`src/rtl/interleave_block_input.sv`:
```
// Block interleaver: IIR blocks of N samples written block-sequentially into one
// bank of a ping-pong store, streamed out sample-interleaved from the other bank.
module interleave_block_input #(
  parameter int BITS = 8,
  parameter int IIR  = 3,
  parameter int N    = 10
) (
  input  logic            clk,
  input  logic            reset_n,
  input  logic            in_valid,
  output logic            in_ready,
  input  logic [BITS-1:0] data_in,
  output logic            out_valid,
  input  logic            out_ready,
  output logic [BITS-1:0] data_out,
  output logic            out_first,
  output logic            out_last
);

  localparam int FRAME = IIR * N;
  localparam int DEPTH = 2 * FRAME;
  localparam int AW    = $clog2(DEPTH);
  localparam int BW    = $clog2(IIR);
  localparam int IW    = $clog2(N);
  localparam logic [BW-1:0] BLK_MAX = BW'(IIR - 1);
  localparam logic [IW-1:0] IDX_MAX = IW'(N - 1);

  typedef enum logic {S_IDLE, S_STREAM} state_t;
  state_t state_q, state_d;

  logic          wr_bank_q, wr_bank_d;
  logic [BW-1:0] wr_blk_q, wr_blk_d;
  logic [IW-1:0] wr_idx_q, wr_idx_d;
  logic          rd_bank_q, rd_bank_d;
  logic [BW-1:0] rd_blk_q, rd_blk_d;
  logic [IW-1:0] rd_idx_q, rd_idx_d;
  logic [1:0]    full_q, full_d;
  logic          out_valid_q, out_valid_d;
  logic          out_first_q, out_first_d;
  logic          out_last_q, out_last_d;
  logic [BITS-1:0] data_out_q;

  logic [BITS-1:0] mem [DEPTH];
  logic            accept, load, wr_end, rd_end;
  logic [AW-1:0]   wr_addr, rd_addr;

  assign in_ready = !full_q[wr_bank_q];
  assign accept   = in_valid && in_ready;
  assign wr_end   = (wr_blk_q == BLK_MAX) && (wr_idx_q == IDX_MAX);
  assign rd_end   = (rd_blk_q == BLK_MAX) && (rd_idx_q == IDX_MAX);
  assign load     = (!out_valid_q || out_ready) && full_q[rd_bank_q];

  // Flat address: bank-major, then block, then sample within block
  assign wr_addr = AW'(int'(wr_bank_q) * FRAME + int'(wr_blk_q) * N + int'(wr_idx_q));
  assign rd_addr = AW'(int'(rd_bank_q) * FRAME + int'(rd_blk_q) * N + int'(rd_idx_q));

  always_ff @(posedge clk) begin
    if (accept) mem[wr_addr] <= data_in;
  end

  always_comb begin
    wr_bank_d = wr_bank_q;
    wr_blk_d  = wr_blk_q;
    wr_idx_d  = wr_idx_q;
    if (accept) begin
      if (wr_idx_q == IDX_MAX) begin
        wr_idx_d = '0;
        if (wr_blk_q == BLK_MAX) begin
          wr_blk_d  = '0;
          wr_bank_d = !wr_bank_q;
        end else begin
          wr_blk_d = wr_blk_q + 1'b1;
        end
      end else begin
        wr_idx_d = wr_idx_q + 1'b1;
      end
    end
  end

  // Read order walks blocks first so consecutive outputs come from different blocks
  always_comb begin
    rd_bank_d = rd_bank_q;
    rd_blk_d  = rd_blk_q;
    rd_idx_d  = rd_idx_q;
    if (load) begin
      if (rd_blk_q == BLK_MAX) begin
        rd_blk_d = '0;
        if (rd_idx_q == IDX_MAX) begin
          rd_idx_d  = '0;
          rd_bank_d = !rd_bank_q;
        end else begin
          rd_idx_d = rd_idx_q + 1'b1;
        end
      end else begin
        rd_blk_d = rd_blk_q + 1'b1;
      end
    end
  end

  always_comb begin
    full_d      = full_q;
    out_valid_d = out_valid_q;
    out_first_d = out_first_q;
    out_last_d  = out_last_q;
    if (accept && wr_end) full_d[wr_bank_q] = 1'b1;
    if (load && rd_end)   full_d[rd_bank_q] = 1'b0;
    if (load) begin
      out_valid_d = 1'b1;
      out_first_d = (rd_idx_q == '0) && (rd_blk_q == '0);
      out_last_d  = rd_end;
    end else if (out_ready) begin
      out_valid_d = 1'b0;
    end
  end

  always_comb begin
    state_d = state_q;
    case (state_q)
      S_IDLE:   if (full_q[rd_bank_q]) state_d = S_STREAM;
      S_STREAM: if (load && rd_end && !full_d[!rd_bank_q]) state_d = S_IDLE;
      default:  state_d = S_IDLE;
    endcase
  end

  always_ff @(posedge clk or negedge reset_n) begin
    if (!reset_n) begin
      state_q     <= S_IDLE;
      wr_bank_q   <= 1'b0;
      wr_blk_q    <= '0;
      wr_idx_q    <= '0;
      rd_bank_q   <= 1'b0;
      rd_blk_q    <= '0;
      rd_idx_q    <= '0;
      full_q      <= '0;
      out_valid_q <= 1'b0;
      out_first_q <= 1'b0;
      out_last_q  <= 1'b0;
      data_out_q  <= '0;
    end else begin
      state_q     <= state_d;
      wr_bank_q   <= wr_bank_d;
      wr_blk_q    <= wr_blk_d;
      wr_idx_q    <= wr_idx_d;
      rd_bank_q   <= rd_bank_d;
      rd_blk_q    <= rd_blk_d;
      rd_idx_q    <= rd_idx_d;
      full_q      <= full_d;
      out_valid_q <= out_valid_d;
      out_first_q <= out_first_d;
      out_last_q  <= out_last_d;
      if (load) data_out_q <= mem[rd_addr];
    end
  end

  assign out_valid = out_valid_q;
  assign out_first = out_first_q;
  assign out_last  = out_last_q;
  assign data_out  = data_out_q;

endmodule

```
`config.mk`:
```
export PLATFORM = sky130hd
export DESIGN_NAME = interleave_block_input
export DESIGN_NICKNAME = d
export VERILOG_FILES = /design/src/rtl/interleave_block_input.sv
export SDC_FILE = /design/constraint.sdc
export NUM_CORES = 1
export LEC_CHECK = 0
export ABC_AREA = 1
export CAP_MARGIN = 40
export CORE_MARGIN = 4
export CORE_UTILIZATION = 30
export CTS_CLUSTER_DIAMETER = 60
export DETAILED_ROUTE_END_ITERATION = 10
export REMOVE_ABC_BUFFERS = 1
export SLEW_MARGIN = 20
export SYNTH_ARGS = -nofsm -noshare
export SYNTH_HDL_FRONTEND = slang
export SYNTH_SLANG_ARGS = --single-unit
```
`constraint.sdc`:
```
create_clock -name clk -period 6.03 [get_ports clk]
set_input_delay 0.9045 -clock clk [delete_from_list [all_inputs] [get_ports clk]]
set_output_delay 0.9045 -clock clk [all_outputs]
set_load 0.05 [all_outputs]
```
# Yosys cells after proc, flatten, opt, wreduce, memory -nomap -nowiden
# Memories as Yosys holds them, arrays and structs flattened. A register that Yosys moved wholly into a read port is not among the register bits.
# Cells that the tools add are included.
[word_totals]
register_bits = 19
ramBits = 480
memories = 1
[mem_list]
columns = ["memory", "words", "width", "rd", "rd_ports_with_merged_regs", "write_ports", "line", "rtl"]
rows = [
  ["mem", 60, 8, 1, 1, 1, "43", "logic [BITS-1:0] mem [DEPTH];"],
]
[classes]
bitwise = 3
magnitude_cmp = 4
n_eq_ne = 4
n_reduce_logical = 22
addsub = 8
mul = 4
muxes = 18
[op_table]
columns = ["op", "count"]
rows = [
  ["$add 6x4->6", 2],
  ["$add 6x6->6", 2],
  ["$mul 1x4->5 const B", 2],
  ["$mul 2x3->5 const B", 2],
  ["$mux 1", 10],
  ["$logic_and 1x1->1", 9],
  ["$add 4x1->4 const B", 2],
  ["$eq 4x4->1 const B", 2],
  ["$mux 2", 4],
  ["$mux 4", 2],
  ["$reduce_and 3->1", 2],
  ["$logic_not 1->1", 5],
  ["$add 2x1->2 const B", 2],
  ["$eq 2x2->1 const B", 2],
  ["$logic_not 4->1", 1],
  ["$lt 1x2->1 const B", 2],
  ["$reduce_and 2->1", 2],
  ["$and 2x2->2", 1],
  ["$demux 1 s1", 2],
  ["$ge 1x1->1 const B", 2],
  ["$logic_not 2->1", 1],
  ["$not 2->2", 1],
  ["$or 2x2->2", 1],
  ["$reduce_bool 2->1", 1],
  ["$logic_or 1x1->1", 1],
]

# Logic depth before layout (Yosys ltp)
[depth]
ltp_word = 8
ltp_mapped = 16

# Least setup slack after synthesis
# Ideal clock, no wire load.
[synth_timing]
path_kind = "register to register"
from = "register wr_bank_q"
to = "memory mem[10][0] (enable)"
slack_ns = 3.094
arrival_time_ns = 2.566
stages_incl_launch_ff = 9
t_required_ns = 5.660
path_cell_list = "dfrtp_1 > fa_1 > ha_1 > fa_1 > xnor2_1 > inv_1 > nor2_1 > nand2_1 > nor2_1"
[synth_between]
elab_chain_cells = 6
elab_cells_between_ends = 9
classes_between = "add/sub (2); mul (1); mux (4); reduce/logical (2)"
[synth_rtl]
columns = ["element", "line", "rtl"]
rows = [
  ["start, declared", "31", "logic wr_bank_q, wr_bank_d;"],
  ["start signal, assigned", "141", "wr_bank_q <= wr_bank_d;"],
  ["branches (longest 6 deep; another with $add 6x6->6)", "n/a", ""],
  ["end, declared", "43", ""],
]
# Several ways; the timed one is not identified. The select of a mux whose other input is x is not followed.

# Worst setup path after layout
[layout_timing]
from = "register wr_bank_q"
to = "memory mem[33][1] (enable)"
# Same word-level chain as after synthesis.

==> metrics.md <==
| Metric | Value |
|---|---|
| Violation count after the first detailed-route iteration | `1480` |
| Top Ports | `24` |
| Most common cell after layout, fill and taps aside | `nand2_1` |
| Max Clock Skew | `0.01465 ns` |
| Async S/R FF share, synth | `5.325%` |
| Crit path required time | `6.25 ns` |
| Global-route usage over all layers | `14.52%` |
| Via density | `4.845` |
| #FFs+latches synth | `507` |
| Initial antenna violation count | `1` |
| Reg clk slew, reported paths | `0.06 ns` |
| Root Driver | `clkbuf_16` |
| Sw Ratio | `43.63%` |
| Reg power frac | `33.6%` |
| Worst Tran Pin Value | `0.8771 ns` |
| Fill cell count | `7116` |
| Post-Syn Area | `0.02180 sq mm` |
| Netlist cell types | `31` |
| Placed cell count | `2860` |
| Initial Util | `30.40%` |
| Comb power frac | `43.5%` |
| Post-route DRC violation count | `0` |
| TritonCTS clock tree | `built` |
| Placement Setup Slack | `2.159 ns` |
| Antenna cells | `0` |
| # nets final | `1998` |
| Placer Congestion | `0.8999` |
| Layout area overhead | `12.11%` |
| Non-Filler Instances | `2964` |
| Pwr Density | `558.2 mW/mm^2` |
| Placeable core region | `0.07173 sq mm` |
| Largest net degree at the start of global routing | `98` |
| Status | `complete, no violations` |
| Hold Slack | `0.4872 ns` |
| Post-Synthesis Cells | `1965` |
| Synthesis Warnings | `0` |
| Post-DP HPWL | `34.09 mm` |
| Clk pwr share | `23.0%` |
| Die Y | `277.6 um` |
| CP Max Fanout | `8` |
| Number of antenna-violating nets in the routed design | `0` |
| CP Class | `reg -> reg` |
| Avg Cell Area, Syn | `11.10 sq um` |
| Clk buf depth | `3` |
| I/O Buffers | `23` |
| Via count | `14360` |
| First-pass GRT wire length | `87.19 mm` |
| Rel. slew slack | `41.53%` |
| # setup viols final | `0` |
| Post-Route WL | `57.33 mm` |
| Max rail drop VDD | `0.0003638 V` |
| Site row count | `98` |
| Hold Crit Class | `reg -> reg` |
| P_leak | `9.212 nW` |
| Later-pin clock latency in the skew report | `0.60 ns` |
| Routed len/inst | `19.34 um` |
| Final min period | `3.792 ns` |
| Unrepaired setup endpoints after global routing | `no` |
| Final hold vios | `0` |
| Max-slew violations | `0` |
| Vias in the first global route | `14000` |
| Final worst-path cycle share | `62.89%` |
| CTS resizes | `0` |
| CTS H-tree lvls | `2` |
| Most frequent cells in the layout | `nand2_1 (595), edfxtp_1 (480), nand3_1 (308), nor2_1 (165), inv_1 (147)` |
| NetSw | `5.953 mW` |
| Worst setup SP type | `flip-flop` |
| Num Clock Sinks | `507` |
| DRT Pass-1 Iters | `5` |
| Num CTS Buffers | `52` |
| TNS Setup | `0 ns` |
| Critical Path End Type | `flip-flop` |
| Max Clock Freq | `263.7 MHz` |
| Die width | `277.6 um` |
| Post-CTS Setup Bufs | `0` |
| Max cap viols | `0` |
| Critical Path AT | `4.01 ns` |
| Layout cells sized above 1 | `6.504%` |
| Finished Core Util | `34.08%` |
| CTS Hold Buffers Added | `0` |
| Most used DFF post-synth | `edfxtp_1` |
| Sequential element share of the synthesized area | `69.21%` |
| Gr ovfl total | `0` |
| Worst Setup Slack, final | `2.238 ns` |
| Die area | `0.07706 sq mm` |
| Int Pwr | `7.691 mW` |
| Number of enable flip-flop cells after synthesis | `480` |
power by group through the flow:
stage	Sequential, mW	Combinational (mW)	Clock (mW)
6_report	4.58	5.93	3.13
5_1_grt	4.62	6.46	3.34
4_1_cts	4.59	5.89	3.18
3_5_place_dp	4.66	5.87	0
3_3_place_gp	4.65	5.76	0
2_1_floorplan	4.80	3.51	0
synthesized netlist by cell type (2+ instances only):
cell      number  area [sq um]
inv_1        149         559.3
o21ai_1       41         205.2
buf_1          6         22.52
edfxtp_1     480         14410
fa_1           8         160.2
o21ai_0       22         110.1
buf_6         34         382.9
ha_1           8         100.1
inv_2          3         11.26
buf_2         35         175.2
nor2_1       165         619.3
dfrtp_1       27         675.7
clkbuf_1      13         48.80
buf_4         13         97.59
nand2_1      595          2233
xor2_1         5         43.79
nand3_1      308          1541
nor3_1         2         10.01
o211ai_1      26         195.2
xnor2_1        2         17.52
a21oi_1       13         65.06
worst max-delay path, stage by stage (launching register included):
cell     delay [ns]
dfrtp_1        0.52
fa_1           0.53
ha_1           0.24
fa_1           0.38
xnor2_1        0.33
inv_1          0.10
nor2_1         0.31
nand2_1        0.33
nor2_1         0.67
through the flow:
step	instance area, sq um	power (mW)
floorplan	21060	8.305
CTS	24370	13.65
detailed placement	22710	10.52
global placement	22590	10.41
finish	24440	13.64
global route	24440	14.43
cells by family after synthesis:
logic type / after synthesis / synth area share (%)
buf+inv: 255 / 6.071
fa+ha+maj: 16 / 1.194
xor+xnor: 9 / 0.4304
compound gates: 103 / 2.680
simple gates: 1075 / 20.42
flops: 507 / 69.21
state kept, by name (all words and copies together) (netlist names):
signal and cells:
mem 480, out_first 1, data_out 8, rd_idx_q 4, full_q 2, rd_bank_q 1
wr_blk_q 2, rd_blk_q 2, out_valid 1, wr_idx_q 4, wr_bank_q 1, out_last 1
final timing paths:
kind | start | endpoint | slack [ns] | depth (start not counted)
max | wr_bank_q | mem[33][1] | 2.24 | 8
min | out_first | out_first | 0.49 | 2
max reg2reg | wr_bank_q | mem[33][1] | 2.24 | 8
min reg2reg | out_first | out_first | 0.49 | 2
max in group asynchronous | reset_n | rd_idx_q[0] | 5.02 | 2
min in group asynchronous | reset_n | out_first | 0.70 | 2
metal layers:
| layer | vias up | track usage [%] | routed length [um] |
|---|---|---|---|
| met5 | - | 0 | 0 |
| met4 | 0 | 4.068 | 1521 |
| met3 | 104 | 3.265 | 4406 |
| met2 | 559 | 23.72 | 27480 |
| met1 | 7022 | 19.54 | 23920 |
| li1 | 6675 | - | - |
final cells by class:
class	count	area, sq um	share of cell area [%]
sequential	507	15090	61.75
timing repair buffer	53	513.0	2.099
inverter	153	581.8	2.380
tap	950	1189	4.863
clock buffer	69	1469	6.009
clock inverter	29	197.7	0.8088
multi-input combinational	1203	5400	22.09
Power figures use the tool's default switching activity.
